`src/rtl/run_ctrl_if.sv`:
```
// Run-control bus: the core-side retire/store observation signals and restart
// going in, plus the run status, result and counters coming back out.
interface run_ctrl_if #(
  parameter int CNT_W = 16
);
  logic             restart;
  logic             wb_valid;
  logic [31:0]      wb_instr;
  logic             st_valid;
  logic [31:0]      st_addr;
  logic [31:0]      st_data;

  logic             core_rst;
  logic             running;
  logic             done;
  logic             pass;
  logic             timeout;
  logic [31:0]      exit_code;
  logic [CNT_W-1:0] cycle_cnt;
  logic [CNT_W-1:0] retire_cnt;

  // Harness side: drives the observation inputs, reads status.
  modport master (
    output restart, wb_valid, wb_instr, st_valid, st_addr, st_data,
    input  core_rst, running, done, pass, timeout, exit_code,
           cycle_cnt, retire_cnt
  );

  // Controller side.
  modport slave (
    input  restart, wb_valid, wb_instr, st_valid, st_addr, st_data,
    output core_rst, running, done, pass, timeout, exit_code,
           cycle_cnt, retire_cnt
  );
endinterface

```
`src/rtl/run_ctrl.sv`:
```
// Test-run controller: holds the core in reset for RST_CYCLES, lets it run
// while counting cycles and retires, and stops on a tohost store, an ECALL
// retire or a cycle timeout. Results stay sticky until restart or rst.
//
// state | meaning
// HOLD  | core_rst asserted, counting out the reset hold
// RUN   | core running, counters live, watching for halt causes
// DONE  | core held in reset, counters and result frozen, waiting for restart
module run_ctrl #(
  parameter int          RST_CYCLES  = 4,
  parameter int          TIMEOUT     = 250,
  parameter int          CNT_W       = 16,
  parameter logic [31:0] TOHOST_ADDR = 32'h0000_1000,
  parameter bit          ECALL_HALT  = 1'b1
) (
  input  logic       clk,
  input  logic       rst,
  run_ctrl_if.slave  bus
);

  typedef enum logic [1:0] {HOLD, RUN, DONE} state_t;

  localparam logic [CNT_W-1:0] CNT_MAX   = '1;
  localparam logic [CNT_W-1:0] TO_LAST   = CNT_W'(TIMEOUT - 1);
  localparam logic [7:0]       HOLD_LAST = 8'(RST_CYCLES - 1);
  localparam logic [31:0]      ECALL     = 32'h0000_0073;

  state_t           state;
  logic [7:0]       hold_cnt;
  logic             core_rst_r;
  logic             running_r;
  logic             done_r;
  logic             pass_r;
  logic             timeout_r;
  logic [31:0]      exit_code_r;
  logic [CNT_W-1:0] cycle_cnt_r;
  logic [CNT_W-1:0] retire_cnt_r;

  logic tohost_hit;
  logic ecall_hit;
  logic timeout_hit;

  // Halt-cause decode; only consulted while in RUN.
  always_comb begin
    tohost_hit  = bus.st_valid && (bus.st_addr == TOHOST_ADDR);
    ecall_hit   = ECALL_HALT && bus.wb_valid && (bus.wb_instr == ECALL);
    timeout_hit = (cycle_cnt_r == TO_LAST);
  end

  // Sequencer with registered outputs; tohost beats ECALL beats timeout.
  always_ff @(posedge clk or posedge rst) begin
    if (rst) begin
      state        <= HOLD;
      hold_cnt     <= '0;
      core_rst_r   <= 1'b1;
      running_r    <= 1'b0;
      done_r       <= 1'b0;
      pass_r       <= 1'b0;
      timeout_r    <= 1'b0;
      exit_code_r  <= '0;
      cycle_cnt_r  <= '0;
      retire_cnt_r <= '0;
    end else begin
      case (state)
        HOLD: begin
          if (hold_cnt == HOLD_LAST) begin
            state      <= RUN;
            hold_cnt   <= '0;
            core_rst_r <= 1'b0;
            running_r  <= 1'b1;
          end else begin
            hold_cnt <= hold_cnt + 8'd1;
          end
        end

        RUN: begin
          // The retire on the halting cycle still counts.
          if (bus.wb_valid && (retire_cnt_r != CNT_MAX))
            retire_cnt_r <= retire_cnt_r + 1'b1;

          if (tohost_hit || ecall_hit || timeout_hit) begin
            state      <= DONE;
            core_rst_r <= 1'b1;
            running_r  <= 1'b0;
            done_r     <= 1'b1;
            if (tohost_hit) begin
              exit_code_r <= bus.st_data;
              pass_r      <= (bus.st_data == 32'd1);
            end else if (ecall_hit) begin
              exit_code_r <= 32'd0;
              pass_r      <= 1'b1;
            end else begin
              exit_code_r <= 32'hFFFF_FFFF;
              pass_r      <= 1'b0;
              timeout_r   <= 1'b1;
            end
          end else if (cycle_cnt_r != CNT_MAX) begin
            // cycle_cnt is left at the halting cycle's value.
            cycle_cnt_r <= cycle_cnt_r + 1'b1;
          end
        end

        DONE: begin
          if (bus.restart) begin
            state        <= HOLD;
            hold_cnt     <= '0;
            done_r       <= 1'b0;
            pass_r       <= 1'b0;
            timeout_r    <= 1'b0;
            exit_code_r  <= '0;
            cycle_cnt_r  <= '0;
            retire_cnt_r <= '0;
          end
        end

        default: begin
          state      <= HOLD;
          hold_cnt   <= '0;
          core_rst_r <= 1'b1;
          running_r  <= 1'b0;
        end
      endcase
    end
  end

  assign bus.core_rst   = core_rst_r;
  assign bus.running    = running_r;
  assign bus.done       = done_r;
  assign bus.pass       = pass_r;
  assign bus.timeout    = timeout_r;
  assign bus.exit_code  = exit_code_r;
  assign bus.cycle_cnt  = cycle_cnt_r;
  assign bus.retire_cnt = retire_cnt_r;

endmodule

```
`src/flat_wrapper.sv`:
```
// flat-port wrapper written by rule: the top's interface ports become plain ports
module run_ctrl_flat 
#(
  parameter int          RST_CYCLES  = 4,
  parameter int          TIMEOUT     = 250,
  parameter int          CNT_W       = 16,
  parameter logic [31:0] TOHOST_ADDR = 32'h0000_1000,
  parameter bit          ECALL_HALT  = 1'b1
)
  (clk, rst, bus_restart, bus_wb_valid, bus_wb_instr, bus_st_valid, bus_st_addr, bus_st_data, bus_core_rst, bus_running, bus_done, bus_pass, bus_timeout, bus_exit_code, bus_cycle_cnt, bus_retire_cnt);
  run_ctrl_if #(.CNT_W(CNT_W)) bus_i ();
  input  logic clk;
  input  logic rst;
  input wire logic [$bits(bus_i.restart)-1:0] bus_restart;
  input wire logic [$bits(bus_i.wb_valid)-1:0] bus_wb_valid;
  input wire logic [$bits(bus_i.wb_instr)-1:0] bus_wb_instr;
  input wire logic [$bits(bus_i.st_valid)-1:0] bus_st_valid;
  input wire logic [$bits(bus_i.st_addr)-1:0] bus_st_addr;
  input wire logic [$bits(bus_i.st_data)-1:0] bus_st_data;
  output wire logic [$bits(bus_i.core_rst)-1:0] bus_core_rst;
  output wire logic [$bits(bus_i.running)-1:0] bus_running;
  output wire logic [$bits(bus_i.done)-1:0] bus_done;
  output wire logic [$bits(bus_i.pass)-1:0] bus_pass;
  output wire logic [$bits(bus_i.timeout)-1:0] bus_timeout;
  output wire logic [$bits(bus_i.exit_code)-1:0] bus_exit_code;
  output wire logic [$bits(bus_i.cycle_cnt)-1:0] bus_cycle_cnt;
  output wire logic [$bits(bus_i.retire_cnt)-1:0] bus_retire_cnt;
  assign bus_i.restart = bus_restart;
  assign bus_i.wb_valid = bus_wb_valid;
  assign bus_i.wb_instr = bus_wb_instr;
  assign bus_i.st_valid = bus_st_valid;
  assign bus_i.st_addr = bus_st_addr;
  assign bus_i.st_data = bus_st_data;
  assign bus_core_rst = bus_i.core_rst;
  assign bus_running = bus_i.running;
  assign bus_done = bus_i.done;
  assign bus_pass = bus_i.pass;
  assign bus_timeout = bus_i.timeout;
  assign bus_exit_code = bus_i.exit_code;
  assign bus_cycle_cnt = bus_i.cycle_cnt;
  assign bus_retire_cnt = bus_i.retire_cnt;
  run_ctrl #(.RST_CYCLES(RST_CYCLES), .TIMEOUT(TIMEOUT), .CNT_W(CNT_W), .TOHOST_ADDR(TOHOST_ADDR), .ECALL_HALT(ECALL_HALT)) u_core (.clk(clk), .rst(rst), .bus(bus_i));
endmodule
```
`config.mk`:
```
export PLATFORM = sky130hd
export DESIGN_NAME = run_ctrl_flat
export DESIGN_NICKNAME = d
export VERILOG_FILES = /design/src/rtl/run_ctrl_if.sv /design/src/rtl/run_ctrl.sv /design/src/flat_wrapper.sv
export SDC_FILE = /design/constraint.sdc
export NUM_CORES = 1
export LEC_CHECK = 0
export ABC_AREA = 0
export CAP_MARGIN = 20
export CORE_MARGIN = 4
export CORE_UTILIZATION = 30
export CTS_CLUSTER_DIAMETER = 150
export DETAILED_ROUTE_END_ITERATION = 12
export DONT_BUFFER_PORTS = 1
export PLACE_DENSITY_LB_ADDON = 0.1
export RECOVER_POWER = 50
export SKIP_LAST_GASP = 1
export SYNTH_ARGS = -nofsm -noshare
export SYNTH_HDL_FRONTEND = slang
export SYNTH_SLANG_ARGS = --single-unit
```
`constraint.sdc`:
```
create_clock -name clk -period 6.2 [get_ports clk]
set_clock_uncertainty 0.2 [all_clocks]
set_input_delay 1.24 -clock clk [delete_from_list [all_inputs] [get_ports clk]]
set_output_delay 1.24 -clock clk [all_outputs]
set_load 0.05 [all_outputs]
```
==> flow_summary.ini <==
[pwr]
power_mw = 1.816
power_leakage_nw = 2.005
p_per_area_nw_per_um2 = 381.5
ir_drop_uv = 146.6

[logic_synthesis]
netlist_instances = 466
ys_types = 60
synth_edf_count = 0
synth-seq-cells = 79
yosysWarnings = 0
synthArstFlopShare_pct = 100.0
synth_top_area_share_pct = 45.22
yosys-top-cells-area = dfrtp_1 45%, nand3_1 6.1%, o21ai_1 4.8%, a21oi_1 4.2%, nor4_1 3.5%
synth-main-ff-cell = dfrtp_1
yosys.area.top_type = dfrtp_1
seq_area_frac_synth_pct = 45.83
syn_nets = 571
netlist_area_sq_um = 4317
synth.avg_cell_area_sq_um = 9.263

[clocking]
cts_tree = done
ctsHoldBuffers = 0
cts_max_path_buffers = 2
cts.sinks = 79
postCtsSetupRepairBufs = 0
post_cts_resized = 0
cts_buffers = 9
clock_latency_ps = 340
h-tree-depth = 3
cts_root_buffer = clkbuf_16
cts.clk_slew.worst_paths_ps = 60

[global_route]
grt_pass1_vias = 3704
grt_usage_pct = 15.87
antenna_found_initial = 0
grt_max_degree = 80
grt_overflow = 0
grt_pass1_wl_um = 20560

[min_path]
hp-class = flop to flop

[place]
hpwl_um = 9219
place_ws_ps = 2486
placed_area_sq_um = 4431
gp_congestion = 0.8119
numPortBuffers = 0

[timing]
slew_violations = 0
rsz0062_at_grt = false
slew_headroom_pct = 29.03
min_period_ps = 3324
finalSetupTns_ps = 0
timing.hold.ws_ps = 313.4
hold_viol = 0
max_clock_freq_mhz = 300.9
finalCritPeriodShare_pct = 53.61
tightest_slew_ps = 1061
setup_ws_ps = 2876
finalSetupViolations = 0

[floorplanning]
rows = 43
die_w_um = 128.0
core_sq_um = 13990
die_height_um = 128.0
dieArea_sq_um = 16370
initial_utilization_pct = 30.86
io_pins = 170

[worst_setup_path]
path_class = input pin to flop
required_ps = 6200
cp_max_fo = 64
start_kind = input pin
cp-end-kind = flop
arrival_ps = 3320

[finish]
area_growth_pct = 10.29
drive_gt1_share_pct = 8.297
diodes = 0
layout_common_cells = 78 x dfrtp_1, 53 x nand3_1, 37 x o21ai_1
mostFrequentLayoutCell = dfrtp_1
final_nets = 558
design_area_sq_um = 4761

[drt]
routed_wl_um = 13060
final_antenna_net_count = 0
viasPerCell = 5.707
wl_per_cell_um = 20.46
drt_pass1_iterations = 4
post-route-drc-count = 0
initialDrtViolationCount = 206
vias = 3641

[flow_run]
drv_cap = 0

[status]
status = completed
## worst max-delay path: stages
cell and delay, ps:
nor4bb_1 280, nand4_1 290, nor4_1 700, o31ai_4 170
buf_4 380, nand3_1 160, o21ai_1 80
## kinds of logic (layout without fill, tap and decap cells)
family | Yosys count | in the layout | share of synthesized area [%]
AOI/OAI and AO/OA | 124 | 124 | 17.51
adders and majority gates | 4 | 4 | 1.159
buffers and inverters | 36 | 28 | 4.377
and+or+nand+nor | 204 | 204 | 27.19
muxes | 3 | 3 | 0.6957
DFF | 79 | 79 | 45.83
xor gates and xnor gates | 16 | 16 | 3.247
## registers in the layout (all words and copies together) (netlist names)
register / count
u_core.hold_cnt: 8
u_core.bus.exit_code: 32
u_core.bus.pass: 1
u_core.bus.cycle_cnt: 16
u_core.bus.core_rst: 1
u_core.state: 2
u_core.bus.timeout: 1
u_core.bus.done: 1
u_core.bus.running: 1
u_core.bus.retire_cnt: 16
## final timing paths
check	end	cells after the start	slack, ps	start
worst min register to register	u_core.hold_cnt[3]	1	310	u_core.hold_cnt[3]
max in group asynchronous	u_core.bus.core_rst	3	3990	rst
worst min-delay path	u_core.hold_cnt[3]	1	310	u_core.hold_cnt[3]
worst max register to register	u_core.bus.retire_cnt[14]	6	3250	u_core.state[0]
worst max-delay path	u_core.bus.exit_code[5]	7	2880	bus_wb_instr[3]
min in group asynchronous	u_core.bus.retire_cnt[13]	2	910	rst
## cell usage after synthesis, types with 3 or more instances
cell type / n
ha_1: 4
nor2_1: 29
buf_2: 4
nor4_2: 5
a31oi_1: 7
nor3_1: 4
nand2_1: 30
a211o_1: 5
o21ai_1: 41
a21oi_1: 36
o31ai_1: 4
inv_1: 6
and3_1: 8
or3_1: 5
o311a_1: 4
buf_6: 5
o21ai_0: 7
nor4_1: 24
nand4_1: 12
nor2b_1: 3
and4_1: 6
a21o_1: 3
nor4b_1: 3
mux2i_1: 3
xor2_1: 14
nand2b_1: 4
dfrtp_1: 78
clkbuf_1: 18
nand3_1: 53
## power breakdown
group / internal [mW] / switching [mW] / total (mW)
Clock: 0.325 / 0.227 / 0.552
Combinational: 0.141 / 0.190 / 0.331
Sequential: 0.594 / 0.340 / 0.934
Total: 1.06 / 0.757 / 1.82
## final cells by class
| cell class | instances | area (sq um) |
|---|---|---|
| Fill cell | 1442 | 9228 |
| Multi-Input combinational cell | 351 | 2166 |
| Sequential cell | 79 | 1978 |
| Clock buffer | 10 | 239.0 |
| Tap cell | 180 | 225.2 |
| Clock inverter | 6 | 67.56 |
| Timing Repair Buffer | 6 | 61.31 |
| Inverter | 6 | 23.77 |
## routing by layer
metal / global-route usage (%) / share of wire [%]
met2: 24.89 / 48
met3: 4.583 / 7.7
met1: 20.96 / 44
met4: 5.493 / 0.96
met5: 0 / 0
## per-stage QoR
step | std cells | util [%]
2_1_floorplan | 466 | -
3_3_place_gp | 621 | 31.67
3_5_place_dp | 621 | 31.67
4_1_cts | 637 | 33.86
5_1_grt | 638 | 34.03
6_report | 638 | 34.03
Note: power is estimated with default switching activity, not from simulation.
